### src/rtl/mult4_seq_if.sv
// Handshake and data bundle for the mult4_seq shift-and-add multiplier.
// The requester drives start/A/B; the multiplier returns P/busy/done.
interface mult4_seq_if;
  logic       start;
  logic [3:0] A;
  logic [3:0] B;
  logic [7:0] P;
  logic       busy;
  logic       done;

  modport master (output start, A, B, input  P, busy, done);
  modport slave  (input  start, A, B, output P, busy, done);
endinterface

### src/rtl/mult4_seq.sv
// 4x4 unsigned sequential shift-and-add multiplier around one sum4_v2 ripple adder.
// One iteration per clock: four iterations per product, result registered in P.

module sum4_v2 (
  input  logic [3:0] A,
  input  logic [3:0] B,
  input  logic       c_in,
  output logic [3:0] S,
  output logic       c_out
);
  logic c1, c2, c3;

  assign S[0]  = A[0] ^ B[0] ^ c_in;
  assign c1    = (A[0] & B[0]) | (c_in & (A[0] ^ B[0]));
  assign S[1]  = A[1] ^ B[1] ^ c1;
  assign c2    = (A[1] & B[1]) | (c1 & (A[1] ^ B[1]));
  assign S[2]  = A[2] ^ B[2] ^ c2;
  assign c3    = (A[2] & B[2]) | (c2 & (A[2] ^ B[2]));
  assign S[3]  = A[3] ^ B[3] ^ c3;
  assign c_out = (A[3] & B[3]) | (c3 & (A[3] ^ B[3]));
endmodule

module mult4_seq (
  input  logic         clk,
  input  logic         reset,
  mult4_seq_if.slave   bus
);
  typedef enum logic [1:0] {IDLE, CALC, DONE} state_t;

  state_t     state, state_next;
  logic [3:0] m, h, q;
  logic [1:0] cnt;
  logic [7:0] p;

  logic [3:0] addend, sum;
  logic       carry;
  logic [7:0] shifted;
  logic       accept;

  assign addend  = q[0] ? m : 4'b0000;
  // The carry is kept: it lands in h[3] after the right shift.
  assign shifted = {carry, sum, q[3:1]};
  assign accept  = bus.start && (state == IDLE || state == DONE);

  sum4_v2 u_adder (
    .A    (h),
    .B    (addend),
    .c_in (1'b0),
    .S    (sum),
    .c_out(carry)
  );

  // NOTE: sequential state uses non-blocking assignments so every register
  // samples pre-edge values, independent of statement order.
  always_ff @(posedge clk) begin
    if (reset) state <= IDLE;
    else       state <= state_next;
  end

  // NOTE: the default assignment first keeps this block free of inferred latches.
  always_comb begin
    state_next = state;
    case (state)
      IDLE:    if (bus.start) state_next = CALC;
      CALC:    if (cnt == 2'd3) state_next = DONE;
      DONE:    state_next = bus.start ? CALC : IDLE;
      default: state_next = IDLE;
    endcase
  end

  always_comb begin
    bus.busy = (state == CALC);
    bus.done = (state == DONE);
  end

  always_ff @(posedge clk) begin
    if (reset) begin
      m   <= '0;
      h   <= '0;
      q   <= '0;
      cnt <= '0;
      p   <= '0;
    end else if (accept) begin
      m   <= bus.A;
      q   <= bus.B;
      h   <= '0;
      cnt <= '0;
    end else if (state == CALC) begin
      {h, q} <= shifted;
      cnt    <= cnt + 2'd1;
      if (cnt == 2'd3) p <= shifted;
    end
  end

  assign bus.P = p;
endmodule

### src/flat_wrapper.sv
// flat-port wrapper written by rule: the top's interface ports become plain ports
module mult4_seq_flat 
  (clk, reset, bus_start, bus_A, bus_B, bus_P, bus_busy, bus_done);
  mult4_seq_if bus_i ();
  input  logic clk;
  input  logic reset;
  input wire logic [$bits(bus_i.start)-1:0] bus_start;
  input wire logic [$bits(bus_i.A)-1:0] bus_A;
  input wire logic [$bits(bus_i.B)-1:0] bus_B;
  output wire logic [$bits(bus_i.P)-1:0] bus_P;
  output wire logic [$bits(bus_i.busy)-1:0] bus_busy;
  output wire logic [$bits(bus_i.done)-1:0] bus_done;
  assign bus_i.start = bus_start;
  assign bus_i.A = bus_A;
  assign bus_i.B = bus_B;
  assign bus_P = bus_i.P;
  assign bus_busy = bus_i.busy;
  assign bus_done = bus_i.done;
  mult4_seq u_core (.clk(clk), .reset(reset), .bus(bus_i));
endmodule
### config.mk
export PLATFORM = sky130hd
export DESIGN_NAME = mult4_seq_flat
export DESIGN_NICKNAME = d
export VERILOG_FILES = /design/src/rtl/mult4_seq_if.sv /design/src/rtl/mult4_seq.sv /design/src/flat_wrapper.sv
export SDC_FILE = /design/constraint.sdc
export NUM_CORES = 1
export LEC_CHECK = 0
export CORE_MARGIN = 2
export CORE_UTILIZATION = 45
export DETAILED_ROUTE_END_ITERATION = 12
export GPL_TIMING_DRIVEN = 0
export PLACE_DENSITY_LB_ADDON = 0.05
export SYNTH_ARGS = -nofsm -noshare
export SYNTH_HDL_FRONTEND = slang
export SYNTH_HIERARCHICAL = 1
export SYNTH_SLANG_ARGS = --single-unit
### constraint.sdc
create_clock -name clk -period 2.5 [get_ports clk]
set_input_delay 0.5 -clock clk [delete_from_list [all_inputs] [get_ports clk]]
set_output_delay 0.5 -clock clk [all_outputs]
set_load 0.01 [all_outputs]
[Yosys cells after proc, flatten, opt, wreduce, memory -nomap -nowiden]
Index checks and enable logic that the tools add are counted.
Cells by class
  $add $sub $neg: 1
  eq/ne operators: 5
  mux-type cells: 7
  bitwise gates (word level): 18
  reduce and logical (&&, ||, !) cells: 7
Operators by type and width (count)
  $mux 4: 3
  $and 1x1->1: 7
  $xor 1x1->1: 7
  $pmux 2 s3: 1
  $eq 2x2->1 const B: 2
  $mux 2: 2
  $or 1x1->1: 3
  $reduce_and 3->1: 1
  $add 2x1->2 const B: 1
  $eq 2x1->1 const B: 1
  $logic_not 2->1: 1
  $ne 2x1->1 const B: 1
  $ne 2x2->1 const B: 1
  $reduce_and 2->1: 1
  $reduce_bool 2->1: 1
  $reduce_or 2->1: 1
  $logic_and 1x1->1: 1
  $logic_or 1x1->1: 1
  $mux 1: 1
  $not 1->1: 1
Storage, ports and cells
  register bits after elaboration: 24
  bits of input ports: 11
  output and inout bits: 10

[Logic depth before layout (Yosys ltp)]
Gate-level depths: netlist of the first run.
  depth after elaboration: 8
  depth in mapped cells: 11

[By module]
The synthesis of the first run kept the hierarchy.
By module, submodules not included
  mult4_seq: times used 1, cells an instance 112, area each 980.9 sq um
  sum4_v2: times used 1, cells an instance 14, area each 117.6 sq um

[Least setup slack after synthesis of the first run]
No wires, ideal clock.
  kind: register to register
  from: register u_core.q[0]
  to: register u_core.p[6], in the netlist u_core/bus.P[6]
  setup time: 0.066 ns
  arrival: 2.138 ns
  setup slack: 0.296 ns
  cell stages (with the launch flop): 12
  buffers on the path: 0
  clock period less this slack: 2.204 ns
  cells stage by stage: dfxtp_1 and2_1 fa_1 inv_1 fa_1 inv_1 fa_1 inv_1 fa_1 inv_1 nand3_2 a21oi_2
Between the ends
  cells in the longest elaborated chain, start to end: 7
  elaborated cells on any way between the ends: 12
  classes of those cells: mux: 1; bitwise: 11
Ends and longest elaborated chain
  start, declared: line mult4_seq.sv:31  | logic [3:0] m, h, q;
  start signal, assigned: line mult4_seq.sv:85  | q <= bus.B;
  start signal, assigned: line mult4_seq.sv:89  | {h, q} <= shifted;
  $mux 4: line mult4_seq.sv:40  | assign addend = q[0] ? m : 4'b0000;
  via u_core.addend[0]: line mult4_seq.sv:35  | logic [3:0] addend, sum;
  $and 1x1->1: line mult4_seq.sv:14  | assign c1 = (A[0] & B[0]) | (c_in & (A[0] ^ B[0]));
  $and 1x1->1: line mult4_seq.sv:16  | assign c2 = (A[1] & B[1]) | (c1 & (A[1] ^ B[1]));
  $or 1x1->1: line mult4_seq.sv:16
  $and 1x1->1: line mult4_seq.sv:18  | assign c3 = (A[2] & B[2]) | (c2 & (A[2] ^ B[2]));
  $or 1x1->1: line mult4_seq.sv:18
  $xor 1x1->1: line mult4_seq.sv:19  | assign S[3] = A[3] ^ B[3] ^ c3;
  via u_core.sum[3]: line mult4_seq.sv:35
  end signal, assigned: line mult4_seq.sv:91  | if (cnt == 2'd3) p <= shifted;
  end, declared: line mult4_seq.sv:33  | logic [7:0] p;
The timed path passes the listed nets, and every way through them passes these cells.
A chain may end at the register's enable or synchronous reset.

[Worst setup path after layout of the first run]
Same ends and word-level chain as after synthesis.

==> results.md, run 1 <==
* RePlAce Congestion at roughly 0.77
* WHS at 0.462 ns
* Fin cells at 177
* Clock network power share at between 30% and 40%
* First-pass GRT wire length at 3630 um
* DR DRC count at 0
* Proportion of layout cells with a drive suffix above 1 at 16.8%
* Fin crit period at 2.39 ns
* Seq cells post-synth at 24
* Power Total at 0.780 mW
* Cell area after synthesis at around 1100 um^2
* Netlist cell types at 25
* Max-slew violations at 0
* Required time worst endpoint at 2.75 ns
* IO Pins at 21
* Largest net degree at the start of global routing at 15
* # setup viols final at 0
* Critical path arrival at around 2.6 ns
* Maxcap violations at 0
* Final Hold Vio Count at 0
* Area Overhead vs Synth at 25.4%
* Sequential cell fraction of total power at 52.2%
* Worst-skew pair later-pin latency at approximately 0.32 ns
* Initial Utilization at 48.7%
* Unrepaired setup endpoints after global routing: no
* Internal at about 0.6 mW
* Vias per cell at 4.98
* Fin worst setup slack at 0.115 ns
* Initial antenna violation count at 0
* Switching Fraction at between 20% and 30%
* Number of global-route vias before repair at between 800 and 900
* Die extent in x at 53.4 um
* FMAX at between 0.4 and 0.5 GHz
* Site Rows at 17
* Tot GR Track Use at 17.9%
* Area share of the largest cell type after synthesis at 43.7%
* CTS tree: done
* HPWL Detailed at between 1500 and 2000 um
* WL met3 at 90 um
* Clock Skew at 0.0130 ns
* Synth Instances at roughly 130
* Post-synthesis async set-or-reset flop share at 0%
* Leakage power at 0.499 nW
* Maximum VDD drop at between 0.3 and 0.4 mV
* Clock transition at the registers of the reported paths at approximately 0.14 ns
* Die Height at 53.4 um
* CP cell instances: and2_1 -> fa_1 -> inv_1 -> fa_1 -> inv_1 -> fa_1 -> inv_1 -> fa_1 -> inv_2 -> nand3_2 -> a21oi_2
* WL met2 at 1080 um
* CP endpoint kind: register
* Post-DR wirelength/cell at 12.4 um
* Fin nets at between 150 and 200
* Drt total wl at 2190 um
* Final period utilization at 95.4%
* Util after Layout at 61.1%
* Cell taking the most area after synthesis: dfxtp_1
* Highest metal used: met4
* Clk sinks at 24
* PD cells at 566 nW/um^2
* CTS max path bufs at 2
* # resized after CTS at 0
* Full die area at 2850 um^2
* Port buffer count at 19
* Iter 0 DRT Violations at 8
* Switch Pwr at 0.178 mW
* Via count at 882
* Postcts setup bufs at 0
* Synth top area cells: dfxtp_1, nand2_1, fa_1
* TritonRoute pass-1 iters at 4
* Max FO, Critical Path at 5
* # hold bufs at CTS at 0
* Post-Place Setup Slack at around 0.13 ns
* Post-synth EDFFs at 0
* Diode count at 0
* Commonest cells post-synth: nand2_1, dfxtp_1, a21oi_1, inv_1
* Count leader, synth: nand2_1
* Setup_tns at 0 ns
* Finished layout cell area at 1380 um^2
* Syn. warnings at 6
* Num CTS Buffers at 3
* Primary FF master, synth: dfxtp_1
* Core box area at 2250 um^2
* Placed cell area at 1320 um^2
* Syn_area_per_cell at 8.72 um^2
* CTS H-Tree Depth at 1
* Root Buffer: clkbuf_4
* WL met1 at 1000 um
* Combinational Power Share at 12.0%
* Most frequent CP cell: fa_1
* Post-synth net total at around 140
* Post-route ant nets at 0
* Placed insts at 173
* Aggregate global routing overflow at 0
* Status: completed
* CP Launch Type: register
* Worst setup path class: reg -> reg
* Seq/Total Area, Yosys at 43.7%
* Cell at the slowest stage of the critical path: fa_1
* Class of the tightest hold or removal check: reg -> reg
* Crit path largest cell delay at 0.43 ns
==> placed cells by master, fill, tap and decap left out <==
| cell | Yosys | routed |
|---|---|---|
| inv_1 | 10 | 9 |
| clkbuf_4 | 0 | 3 |
| nor2_1 | 3 | 3 |
| bufinv_16 | 0 | 1 |
| a21oi_1 | 13 | 13 |
| nor2b_1 | 2 | 2 |
| clkinv_2 | 1 | 1 |
| buf_4 | 2 | 2 |
| clkdlybuf4s50_1 | 0 | 19 |
| nand2b_1 | 3 | 3 |
| o21a_1 | 1 | 1 |
| ha_1 | 1 | 1 |
| inv_2 | 0 | 1 |
| nor3_1 | 4 | 4 |
| dfxtp_1 | 24 | 23 |
| o22ai_1 | 4 | 4 |
| conb_1 | 1 | 1 |
| nor3_2 | 4 | 4 |
| nand2_1 | 26 | 26 |
| nand3b_1 | 1 | 1 |
| a21oi_2 | 4 | 4 |
| and2_1 | 4 | 4 |
| dfxtp_2 | 0 | 1 |
| fa_1 | 4 | 4 |
| xnor2_1 | 1 | 1 |
| buf_2 | 3 | 3 |
| buf_6 | 1 | 1 |
| nand3_1 | 4 | 4 |
| nand3_2 | 4 | 4 |
| clkbuf_1 | 1 | 1 |
==> cell families after synthesis <==
| family | synth area share (%) |
|---|---|
| other | 0.341 |
| adders and majority gates | 8.43 |
| xor gates and xnor gates | 0.797 |
| and+or+nand+nor | 26.7 |
| buffers and inverters | 7.97 |
| AOI/OAI and AO/OA | 12.1 |
| DFF | 43.7 |
==> power by group through the flow <==
stage | clock [mW] | sequential [mW] | combinational [mW]
finish | 0.279 | 0.407 | 0.0932
detailed placement | 0 | 0.415 | 0.0928
CTS | 0.289 | 0.407 | 0.0932
global route | 0.306 | 0.409 | 0.103
floorplan | 0 | 0.412 | 0.0622
global placement | 0 | 0.414 | 0.0905
==> registers in the layout, indices dropped and copies added, names as in the netlist <==
signal and cells:
u_core/bus.P 8, u_core/cnt 2, u_core/h 4, u_core/m 4
u_core/q 4, u_core/state 2
==> worst max-delay path: cells and delay by family (launching register included) <==
kind | cells | cell delay, ns
buf+inv | 4 | 0.29
simple gates | 2 | 0.24
compound gates | 1 | 0.11
fa+ha+maj | 4 | 1.33
flops | 1 | 0.36
==> routing by layer <==
metal / vias up / track usage [%]
met5: - / 0
met4: 0 / 8.12
met3: 2 / 2.54
met2: 18 / 30.5
met1: 413 / 22.1
li1: 449 / -
==> final cells by class <==
| cell class | instances | area (um^2) |
|---|---|---|
| multi-input combinational | 84 | 531 |
| timing repair buffer | 19 | 190 |
| fill | 212 | 877 |
| tap | 28 | 35.0 |
| sequential | 24 | 482 |
| clock buffer | 3 | 22.5 |
| buffer | 7 | 45.0 |
| inverter | 11 | 42.5 |
| clock inverter | 1 | 30.0 |
==> path summary, 6_finish.rpt <==
check                                     start              end  slack [ns]  cells after the start
worst min-delay path            u_core/bus.P[2]  u_core/bus.P[2]        0.46                      2
worst max register to register      u_core/q[0]  u_core/bus.P[6]        0.11                     11
worst max-delay path                u_core/q[0]  u_core/bus.P[6]        0.11                     11
worst min register to register  u_core/bus.P[2]  u_core/bus.P[2]        0.46                      2
Note: power is estimated with default switching activity, not from simulation.
==> run 2, diff against run 1 <==
--- a/config.mk
+++ b/config.mk
@@ -5,6 +5,7 @@
 export SDC_FILE = /design/constraint.sdc
 export NUM_CORES = 1
 export LEC_CHECK = 0
+export CORE_ASPECT_RATIO = 1.25
 export CORE_MARGIN = 2
 export CORE_UTILIZATION = 45
 export DETAILED_ROUTE_END_ITERATION = 12
==> results.md, run 2 (synthesized netlist as in run 1, its figures left out) <==
* Fillers at 232
* Iter 0 DRT Violations at 29
* CP Launch Type: register
* Placed cell area at around 1300 um^2
* Core box area at approximately 2400 um^2
* # setup viols final at 0
* Delay-heaviest family, CP: adder cells
* HPWL Detailed at 1530 um
* Commonest non-fill, non-tap cell in the layout: nand2_1
* Maximum VDD drop at 0.352 mV
* Hold path start: u_core/h[3]
* Drt total wl at 2010 um
* Crit path largest cell delay at 0.42 ns
* Leakage power at around 0.50 nW
* CP cell instances: and2_1 -> fa_1 -> inv_1 -> fa_1 -> inv_1 -> fa_1 -> inv_2 -> fa_1 -> inv_2 -> nand2_1 -> a21oi_1
* Initial Utilization at a little under half
* CTS tree: done
* Initial antenna violation count at 0
* Critical R2R Launch: u_core/q[0]
* Number of global-route vias before repair at 816
* Unrepaired setup endpoints after global routing: no
* WHS Path Cells at 2
* Vias per cell at 4.88
* Crit path from: u_core/q[0]
* Fin cells at 183
* Maxcap violations at 0
* Final period utilization at a little over nine tenths
* Area Overhead vs Synth at 25.4%
* FMAX at 0.425 GHz
* Worst-skew pair later-pin latency at 0.31 ns
* Power Total at 0.702 mW
* First-pass GRT wire length at 3500 um
* Diode count at 0
* Instance count on the critical path at 11
* Clock Skew at 0.00686 ns
* Class of the tightest hold or removal check: reg -> reg
* Cell at the slowest stage of the critical path: fa_1
* CP endpoint kind: register
* Tot GR Track Use at 17.0%
* Via count at a little under 900
* Port buffer count at 19
* Max reg flops at 8
* Fin nets at between 150 and 200
* Critical path arrival at around 2.6 ns
* Die Height at slightly below 60 um
* Largest net degree at the start of global routing at 14
* Full die area at about 2900 um^2
* Fin crit period at 2.35 ns
* Most frequent CP cell: fa_1
* PD cells at 509 nW/um^2
* Max-slew violations at 0
* Num CTS Buffers at 3
* Die extent in x at 48.2 um
* IO Pins at 21
* Proportion of layout cells with a drive suffix above 1 at 18.0%
* Required time worst endpoint at 2.74 ns
* Clock transition at the registers of the reported paths at 0.13 ns
* Worst setup path class: reg -> reg
* Root Buffer: clkbuf_4
* Final Hold Vio Count at 0
* Clk sinks at 24
* Finished layout cell area at 1380 um^2
* # hold bufs at CTS at 0
* Status: completed
* DR DRC count at 0
* CTS H-Tree Depth at 1
* RePlAce Congestion at 0.730
* R2R depth at 11
* Aggregate global routing overflow at 0
* Placed insts at roughly 180
* Site Rows at 20
* Post-DR wirelength/cell at 11.0 um
* CTS max path bufs at 2
* TritonRoute pass-1 iters at 4
* Setup_tns at 0 ns
* Max FO, Critical Path at 3
* CP Buf/Inv Count at 4
* Commonest cells after routing, fill and taps aside: nand2_1, dfxtp_1, clkdlybuf4s50_1
* Post-route ant nets at 0
==> run 2: cell types whose count changed in the layout (fill, tap and decap cells not counted) <==
| cell | change |
|---|---|
| buf_4 | +1 |
| bufinv_16 | -1 |
| clkbuf_8 | +1 |
| dfxtp_2 | -1 |
| dfxtp_4 | +1 |
| inv_1 | -1 |
| inv_2 | +1 |
==> run 2: worst reg2reg max path, stage by stage, from the launching register on <==
cell and delay [ns]:
dfxtp_4 0.37, and2_1 0.17, fa_1 0.38, inv_1 0.08, fa_1 0.15, inv_1 0.05
fa_1 0.37, inv_2 0.07, fa_1 0.42, inv_2 0.08, nand2_1 0.05, a21oi_1 0.11
==> run 2: worst paths after layout <==
kind	end	slack (ns)
max	u_core/h[2]	0.15
min	u_core/h[3]	0.46
max reg2reg	u_core/h[2]	0.15
min reg2reg	u_core/h[3]	0.46
==> run 2: cell type report <==
class / count / area, um^2 / area share [%]
multi-input combinational: 84 / 531 / 38.5
sequential: 24 / 484 / 35.1
timing repair buffer: 20 / 198 / 14.4
buffer: 7 / 45.0 / 3.27
inverter: 11 / 42.5 / 3.09
tap: 33 / 41.3 / 3.00
clock buffer: 4 / 36.3 / 2.63
==> run 2: per-layer routing <==
layer  global-route usage, %  wire (um)
met1                    23.3        888
met2                    26.3       1010
met3                    3.05         92
met4                    5.79         17
met5                       0          0
==> run 2: through the flow <==
step | setup slack (ns) | hold WS (ns) | util (%)
floorplan | 0.296 | 0.432 | -
detailed placement | 0.143 | 0.447 | 55.9
global route | 0.0110 | 0.476 | 57.9
CTS | 0.105 | 0.465 | 57.5
finish | 0.147 | 0.464 | 57.9
global placement | 0.178 | 0.442 | 55.9
==> run 2: where the power goes <==
part / total [mW] / switching (mW) / leakage (nW) / internal (mW)
sequential: 0.406 / 0.00927 / 0.196 / 0.397
clock: 0.200 / 0.112 / 0.0210 / 0.0888
combinational: 0.0954 / 0.0511 / 0.281 / 0.0443
total: 0.702 / 0.172 / 0.498 / 0.530
==> run 2: repair_timing <==
item	CTS	global route
endpoints found under the hold margin	0	0
resized for setup	0	4
endpoints found under the setup margin	0	2
buffers inserted	0	1
==> run 3, diff against run 2 <==
--- a/config.mk
+++ b/config.mk
@@ -6,7 +6,6 @@
 export NUM_CORES = 1
 export LEC_CHECK = 0
 export CORE_ASPECT_RATIO = 1.25
-export CORE_MARGIN = 2
 export CORE_UTILIZATION = 45
 export DETAILED_ROUTE_END_ITERATION = 12
 export GPL_TIMING_DRIVEN = 0
==> results.md, run 3 (synthesized netlist as in run 1, its figures left out) <==
* FMAX at between 0.4 and 0.5 GHz
* Max FO, Critical Path at 5
* Die extent in x at 46.2 um
* Post-route ant nets at 0
* WHS at 0.460 ns
* Initial Utilization at 48.6%
* Worst setup path class: reg -> reg
* Maxcap violations at 0
* Area Overhead vs Synth at 23.3%
* Required time worst endpoint at 2.75 ns
* Unrepaired setup endpoints after global routing: no
* Setup_tns at 0 ns
* Status: completed
* Critical R2R Launch: u_core/q[0]
* IO Pins at 21
* Fillers at 220
* DR DRC count at 0
* TritonRoute pass-1 iters at 2
* Clock transition at the registers of the reported paths at about 0.12 ns
* Final period utilization at 93.6%
* Max reg flops at 8
* CTS H-Tree Depth at 1
* Aggregate global routing overflow at 0
* Fin crit period at between 2 and 2.5 ns
* Commonest non-fill, non-tap cell in the layout: nand2_1
* Finished layout cell area at 1360 um^2
* # resized after CTS at 0
* Critical path arrival at 2.59 ns
* Root Buffer: clkbuf_4
* Leakage power at between 0.4 and 0.5 nW
* Multi-input gate area at 534 um^2
* Drt total wl at 2000 um
* Port buffer count at 19
* Diode count at 0
* Commonest cells after routing, fill and taps aside: nand2_1, dfxtp_1, clkdlybuf4s50_1
* # hold bufs at CTS at 0
* First-pass GRT wire length at 3530 um
* Site Rows at 19
* Postcts setup bufs at 0
* Initial antenna violation count at 0
* CP Launch Type: register
* Full die area at 2640 um^2
* Register area at 482 um^2
* CP endpoint kind: register
* Hold path start: u_core/m[3]
* Proportion of layout cells with a drive suffix above 1 at between 10% and 20%
* Post-DR wirelength/cell at 11.2 um
* Maximum VDD drop at around 0.31 mV
* Final Hold Vio Count at 0
* Max-slew violations at 0
* PD cells at 488 nW/um^2
* Tot GR Track Use at 18.3%
* Iter 0 DRT Violations at 12
* Clk sinks at 24
* Fin nets at about 170
* Number of global-route vias before repair at 858
* CTS tree: done
* Placed cell area at 1330 um^2
* # setup viols final at 0
* Core box area at roughly 2300 um^2
* HPWL Detailed at 1520 um
* Via count at 884
* Clock Skew at 0.00255 ns
* Class of the tightest hold or removal check: reg -> reg
* Worst-skew pair later-pin latency at a little over 0.3 ns
* Die Height at 57.2 um
* Crit path from: u_core/q[0]
* Vias per cell at between 4 and 5
* Power Total at approximately 0.66 mW
* Num CTS Buffers at 3
* CTS max path bufs at 2
* Largest net degree at the start of global routing at 13
* RePlAce Congestion at 0.744
[run 3: final timing paths]
check | to | slack (ns) | depth (start not counted)
worst min-delay path | u_core/m[3] | 0.46 | 2
worst max-delay path | u_core/h[2] | 0.16 | 11
worst min register to register | u_core/m[3] | 0.46 | 2
worst max register to register | u_core/h[2] | 0.16 | 11
[run 3: area by class of cell]
cell class,instances,share of cell area [%]
Buffer,7,3.32
Clock buffer,3,1.66
Inverter,11,3.14
Multi-Input combinational cell,84,39.4
Sequential cell,24,35.5
Tap cell,31,2.86
Timing Repair Buffer,19,14.0
[run 3: critical path, stage by stage (launching register included)]
cell     delay [ns]
dfxtp_2        0.36
and2_1         0.17
fa_1           0.39
inv_1          0.08
fa_1           0.15
inv_1          0.05
fa_1           0.36
inv_1          0.08
fa_1           0.42
inv_2          0.08
nand2_1        0.06
a21oi_2        0.11
[run 3: power by group]
| part | total (mW) | internal, mW | switching [mW] | leakage (nW) |
|---|---|---|---|---|
| combinational | 0.0925 | 0.0425 | 0.0500 | 0.275 |
| sequential | 0.407 | 0.397 | 0.0104 | 0.196 |
| clock | 0.161 | 0.0563 | 0.105 | 0.0138 |
| total | 0.661 | 0.496 | 0.165 | 0.485 |
[run 3: stage by stage]
stage | utilization, % | worst slack (ns) | instances
4_1_cts | 59.8 | 0.124 | 179
5_1_grt | 60.0 | 0.0311 | 179
2_1_floorplan | - | 0.296 | 126
3_5_place_dp | 58.8 | 0.145 | 176
6_report | 60.0 | 0.161 | 179
3_3_place_gp | 58.8 | 0.178 | 176
[run 3: routing by layer]
metal,vias to the layer above,GRT usage [%],share of wire (%)
met1,410,24.2,45
met3,5,3.16,3.3
li1,450,-,-
met4,0,8.82,2.2
met5,-,0,0
met2,19,28.4,49
